### src/rtl/cell_bus_arbiter.sv
// rtl/cell_bus_arbiter.sv - round-robin arbiter sharing one occupancy_grid cell-access port
// Optional feature macro: CELL_ARB_FIXED_PRIO_EN (requester 0 gets strict priority over the round-robin group)
module cell_bus_arbiter #(
    parameter int NUM_REQ          = 4,
    parameter int GRID_WIDTH_LOG2  = 8,
    parameter int GRID_HEIGHT_LOG2 = 8,
    localparam int IDX_W           = $clog2(NUM_REQ)
) (
    input  logic                                  clk,
    input  logic                                  rst_n,
    input  logic [NUM_REQ-1:0]                    req_vld,
    input  logic [NUM_REQ-1:0]                    req_we,
    input  logic [NUM_REQ-1:0]                    req_w_occupied,
    input  logic [NUM_REQ*GRID_WIDTH_LOG2-1:0]    req_cell_x,
    input  logic [NUM_REQ*GRID_HEIGHT_LOG2-1:0]   req_cell_y,
    output logic [NUM_REQ-1:0]                    req_rdy,
    output logic [NUM_REQ-1:0]                    rsp_vld,
    output logic                                  rsp_occupied,
    output logic [IDX_W-1:0]                      owner_idx,
    output logic                                  busy,
    output logic                                  g_vld_in,
    output logic                                  g_we,
    output logic                                  g_w_occupied,
    output logic [GRID_WIDTH_LOG2-1:0]            g_cell_x,
    output logic [GRID_HEIGHT_LOG2-1:0]           g_cell_y,
    input  logic                                  g_rdy,
    input  logic                                  g_vld_out,
    input  logic                                  g_r_occupied
);

    typedef enum logic [1:0] {
        ST_IDLE    = 2'd0,
        ST_ISSUE   = 2'd1,
        ST_WAIT_RD = 2'd2,
        ST_WAIT_WR = 2'd3
    } state_t;

    state_t           state;
    logic [IDX_W-1:0] last;

    // Per-requester coordinates unpacked so the winner can be selected by index.
    logic [GRID_WIDTH_LOG2-1:0]  cell_x_arr [NUM_REQ];
    logic [GRID_HEIGHT_LOG2-1:0] cell_y_arr [NUM_REQ];

    genvar gi;
    generate
        for (gi = 0; gi < NUM_REQ; gi++) begin : g_unpack
            assign cell_x_arr[gi] = req_cell_x[gi*GRID_WIDTH_LOG2 +: GRID_WIDTH_LOG2];
            assign cell_y_arr[gi] = req_cell_y[gi*GRID_HEIGHT_LOG2 +: GRID_HEIGHT_LOG2];
        end
    endgenerate

    logic             pick_vld;
    logic [IDX_W-1:0] pick_idx;
    logic             pick_upd_last;
    logic [IDX_W-1:0] cand;
    int               sum;

    // Winner search: first pending requester after the last round-robin grant, wrapping.
    always_comb begin
        pick_vld      = 1'b0;
        pick_idx      = '0;
        pick_upd_last = 1'b1;
        cand          = '0;
        sum           = 0;
`ifdef CELL_ARB_FIXED_PRIO_EN
        if (req_vld[0]) begin
            // Requester 0 bypasses the rotation and leaves the pointer untouched.
            pick_vld      = 1'b1;
            pick_idx      = '0;
            pick_upd_last = 1'b0;
        end else begin
            for (int k = 1; k <= NUM_REQ; k++) begin
                sum = int'(last) + k;
                if (sum >= NUM_REQ) begin
                    sum = sum - NUM_REQ;
                end
                cand = IDX_W'(sum);
                if (!pick_vld && (cand != '0) && req_vld[cand]) begin
                    pick_vld = 1'b1;
                    pick_idx = cand;
                end
            end
        end
`else
        for (int k = 1; k <= NUM_REQ; k++) begin
            sum = int'(last) + k;
            if (sum >= NUM_REQ) begin
                sum = sum - NUM_REQ;
            end
            cand = IDX_W'(sum);
            if (!pick_vld && req_vld[cand]) begin
                pick_vld = 1'b1;
                pick_idx = cand;
            end
        end
`endif
    end

    // Transaction FSM: grant, issue one downstream access, wait for its completion.
    always_ff @(posedge clk) begin
        if (!rst_n) begin
            state        <= ST_IDLE;
            last         <= IDX_W'(NUM_REQ - 1);
            req_rdy      <= '0;
            rsp_vld      <= '0;
            rsp_occupied <= 1'b0;
            owner_idx    <= '0;
            busy         <= 1'b0;
            g_vld_in     <= 1'b0;
            g_we         <= 1'b0;
            g_w_occupied <= 1'b0;
            g_cell_x     <= '0;
            g_cell_y     <= '0;
        end else begin
            // Grant, request and response strobes are single-cycle pulses.
            req_rdy  <= '0;
            rsp_vld  <= '0;
            g_vld_in <= 1'b0;
            case (state)
                ST_IDLE: begin
                    if (g_rdy && pick_vld) begin
                        g_vld_in          <= 1'b1;
                        g_we              <= req_we[pick_idx];
                        g_w_occupied      <= req_w_occupied[pick_idx];
                        g_cell_x          <= cell_x_arr[pick_idx];
                        g_cell_y          <= cell_y_arr[pick_idx];
                        req_rdy[pick_idx] <= 1'b1;
                        owner_idx         <= pick_idx;
                        if (pick_upd_last) begin
                            last <= pick_idx;
                        end
                        busy  <= 1'b1;
                        state <= ST_ISSUE;
                    end
                end
                ST_ISSUE: begin
                    // g_* fields stay put until the next grant.
                    state <= g_we ? ST_WAIT_WR : ST_WAIT_RD;
                end
                ST_WAIT_RD: begin
                    if (g_vld_out) begin
                        rsp_vld[owner_idx] <= 1'b1;
                        rsp_occupied       <= g_r_occupied;
                        busy               <= 1'b0;
                        state              <= ST_IDLE;
                    end
                end
                ST_WAIT_WR: begin
                    if (g_rdy) begin
                        busy  <= 1'b0;
                        state <= ST_IDLE;
                    end
                end
                default: begin
                    busy  <= 1'b0;
                    state <= ST_IDLE;
                end
            endcase
        end
    end

endmodule
### config.mk
export PLATFORM = sky130hd
export DESIGN_NAME = cell_bus_arbiter
export DESIGN_NICKNAME = d
export VERILOG_FILES = /design/src/rtl/cell_bus_arbiter.sv
export SDC_FILE = /design/constraint.sdc
export NUM_CORES = 1
export LEC_CHECK = 0
export ABC_CLOCK_PERIOD_IN_PS = 3900
export CAP_MARGIN = 20
export CORE_MARGIN = 2
export CORE_UTILIZATION = 40
export CTS_BUF_LIST = sky130_fd_sc_hd__clkbuf_8
export CTS_CLUSTER_SIZE = 10
export DETAILED_ROUTE_END_ITERATION = 7
export GPL_TIMING_DRIVEN = 0
export PLACE_DENSITY = 0.87
export SYNTH_ARGS = -nofsm -noshare
export SYNTH_HDL_FRONTEND = slang
export SYNTH_SLANG_ARGS = --single-unit
export TNS_END_PERCENT = 10
### constraint.sdc
create_clock -name clk -period 3.9 [get_ports clk]
set_input_delay 0.78 -clock clk [delete_from_list [all_inputs] [get_ports clk]]
set_output_delay 0.78 -clock clk [all_outputs]
set_load 0.01 [all_outputs]
==> impl_metrics.csv <==
group,metric,value,unit
die,core,4720,um^2
sta,setup-tns-final,0,ps
yosys,ys.flop_type,"dfxtp_1",
yosys,synth_nets,297,
setup_path,worstPathRequired,4070,ps
die,start_util,0.413,
die,dieArea,5450,um^2
detailed_routing,final_antenna_net_count,0,
yosys,yosys_register_bits,35,
detailed_routing,wl,6.23,mm
yosys,synth_area_leaders,"dfxtp_1 36%, mux2i_1 10%, o211ai_1 7.7%, a221oi_1 7.6%, o22ai_1 6.4%",
setup_path,cp.arrival,2610,ps
clocking,cts_post_setup_buffers_inserted,0,
yosys,synth_top_area_frac,0.359,
grt,grt_usage,0.240,
clocking,cts_resized,0,
clocking,cts_tree,"done",
layout,areaGrowthSynthToFinish,66.0,%
detailed_routing,first_pass_iters,4,
sta,hold_viol,0,
yosys,syn_inst,216,
yosys,yosysTopAreaCell,"dfxtp_1",
sta,slew_viol_final,0,
grt,overflow,0,
layout,finish.net_count,413,
layout,num_antenna_cells,0,
setup_path,cp-end-kind,"register",
grt,antenna_found_initial,0,
clocking,cts_made_buffers,5,
die,num_rows,25,
yosys,synthTopCellsByCount,"35 x dfxtp_1, 20 x mux2i_1, 20 x o211ai_1, 20 x o22ai_1",
die,ios,112,
die,die_y,73.8,um
power_and_ir_drop,peakVddDrop,0.227,mV
flow_run,max-cap-violations,0,
clocking,cts_sinks,35,
yosys,yosysMostFrequentCell,"dfxtp_1",
detailed_routing,viasPerCell,5.51,
die,die_w,73.8,um
grt,grt_max_degree,13,
sta,post-route-min-period,2440,ps
setup_path,critical_path_class,"primary input to register",
clocking,cts_buffer_depth,2,
layout,fin_cells,400,
status,status,"finished, final reports clean",
yosys,syn_avg_cell_area,9.03,um^2
yosys,ys_seq_area_frac,0.359,
sta,skew,10.3,ps
detailed_routing,drtIter0Drc,108,
yosys,ys_warn_count,0,
place,io_buffers,109,
place,post-dp-hpwl,4.56,mm
clocking,root_buffer,"clkbuf_8",
setup_path,cp_max_fo,10,
sta,timing.fmax,410,MHz
detailed_routing,wl_per_cell,15.6,um
layout,drive_gt1_frac,0.0991,
sta,period_share,0.626,
clocking,postCtsHoldBufs,0,
worst_hold_path,hp-class,"register to register",
detailed_routing,route.detailed.drc,0,
yosys,synth_edf_count,0,
clocking,htree_num_levels,2,
power_and_ir_drop,power_density,366,nW/um^2
sta,setup_viol,0,
power_and_ir_drop,leakagePower,1.19,nW
clocking,clkSlewWorstSetupHoldPaths,80,ps
sta,whs,486,ps
yosys,async_flop_share,0,
yosys,yosysUniqueCellTypes,34,
clocking,clock_latency,290,ps
sta,relSlewSlack,0.709,
grt,grt_pass1_wl,10.0,mm
place,placed_cells,392,
sta,rsz0062_at_grt,"no",
sta,worst_slew_pin_slew,435,ps
grt,grt_pass1_vias,2139,
setup_path,startpoint_type,"primary input",
place,gp_congestion,0.793,
yosys,syn_area,1950,um^2
detailed_routing,vias,2202,
## worst max-delay path, stage by stage
cell and delay [ps]:
clkdlybuf4s50_1 560, and2b_1 300, a21oi_2 40, o221ai_2 180, buf_6 210, buf_6 200, mux2i_1 230, o22ai_1 100
## layout by cell type (no fill, tap or decap), types with 2 or more instances in the layout
master,instances
clkdlybuf4s50_1,109
dfxtp_1,35
o22ai_1,20
mux2i_1,20
o211ai_1,20
o21ai_0,17
a221oi_1,17
nor2_1,10
buf_2,9
nand2_1,7
o21ai_1,6
and3_1,5
buf_6,5
clkbuf_1,5
a21oi_1,5
clkbuf_8,5
buf_4,4
inv_1,4
nor3_1,4
nand2b_1,3
and2_1,2
nand3_1,2
nor2b_1,2
a21boi_0,2
## layout make-up
cell class              instances  area [um^2]
clock inverters                 3         43.8
well taps                      67         83.8
inverters                       4         15.0
clock buffers                   5         68.8
flip-flops and latches         35          701
plain buffers                  23          150
multi-input cells             154         1080
repair buffers                109         1090
fillers                       393         1490
## logic make-up after synthesis
group,after synthesis,share of synthesized area
AO/OA/AOI/OAI,95,0.348
AND/OR/NAND/NOR,39,0.105
flip-flops,35,0.359
buffers and inverters,27,0.0847
multiplexers,20,0.103
## state kept, by name, summed over array words and instances (netlist names), 2 cells and up
name,cells
state,2
last,2
g_cell_x,8
g_cell_y,8
req_rdy,4
rsp_vld,4
owner_idx,2
## path summary, 6_finish.rpt
path | start | end | slack, ps | cells after the start
min | busy | busy | 490 | 2
min reg2reg | busy | busy | 490 | 2
max reg2reg | last[1] | g_cell_y[6] | 2150 | 8
max | req_vld[2] | g_cell_y[7] | 1460 | 8
## metrics by stage
step           power [W]  setup WS (ps)  area [um^2]  utilization
2_1_floorplan   0.000649           1890         1950            -
3_3_place_gp    0.000849           1200         3130        0.662
3_5_place_dp    0.000855           1190         3130        0.662
4_1_cts          0.00119           1480         3240        0.686
5_1_grt          0.00124           1350         3240        0.686
6_report         0.00118           1460         3240        0.686
## routing by layer
metal | GRT usage | share of wire
met1 | 0.285 | 0.40
met2 | 0.421 | 0.51
met3 | 0.0700 | 0.079
met4 | 0.0646 | 0.010
met5 | 0 | 0
## power breakdown
group | switching, W | internal [W] | total (W)
Combinational | 0.000189 | 0.000231 | 0.000421
Sequential | 0.0000308 | 0.000400 | 0.000431
Clock | 0.000143 | 0.000190 | 0.000333
Note: power is estimated with default switching activity, not from simulation.
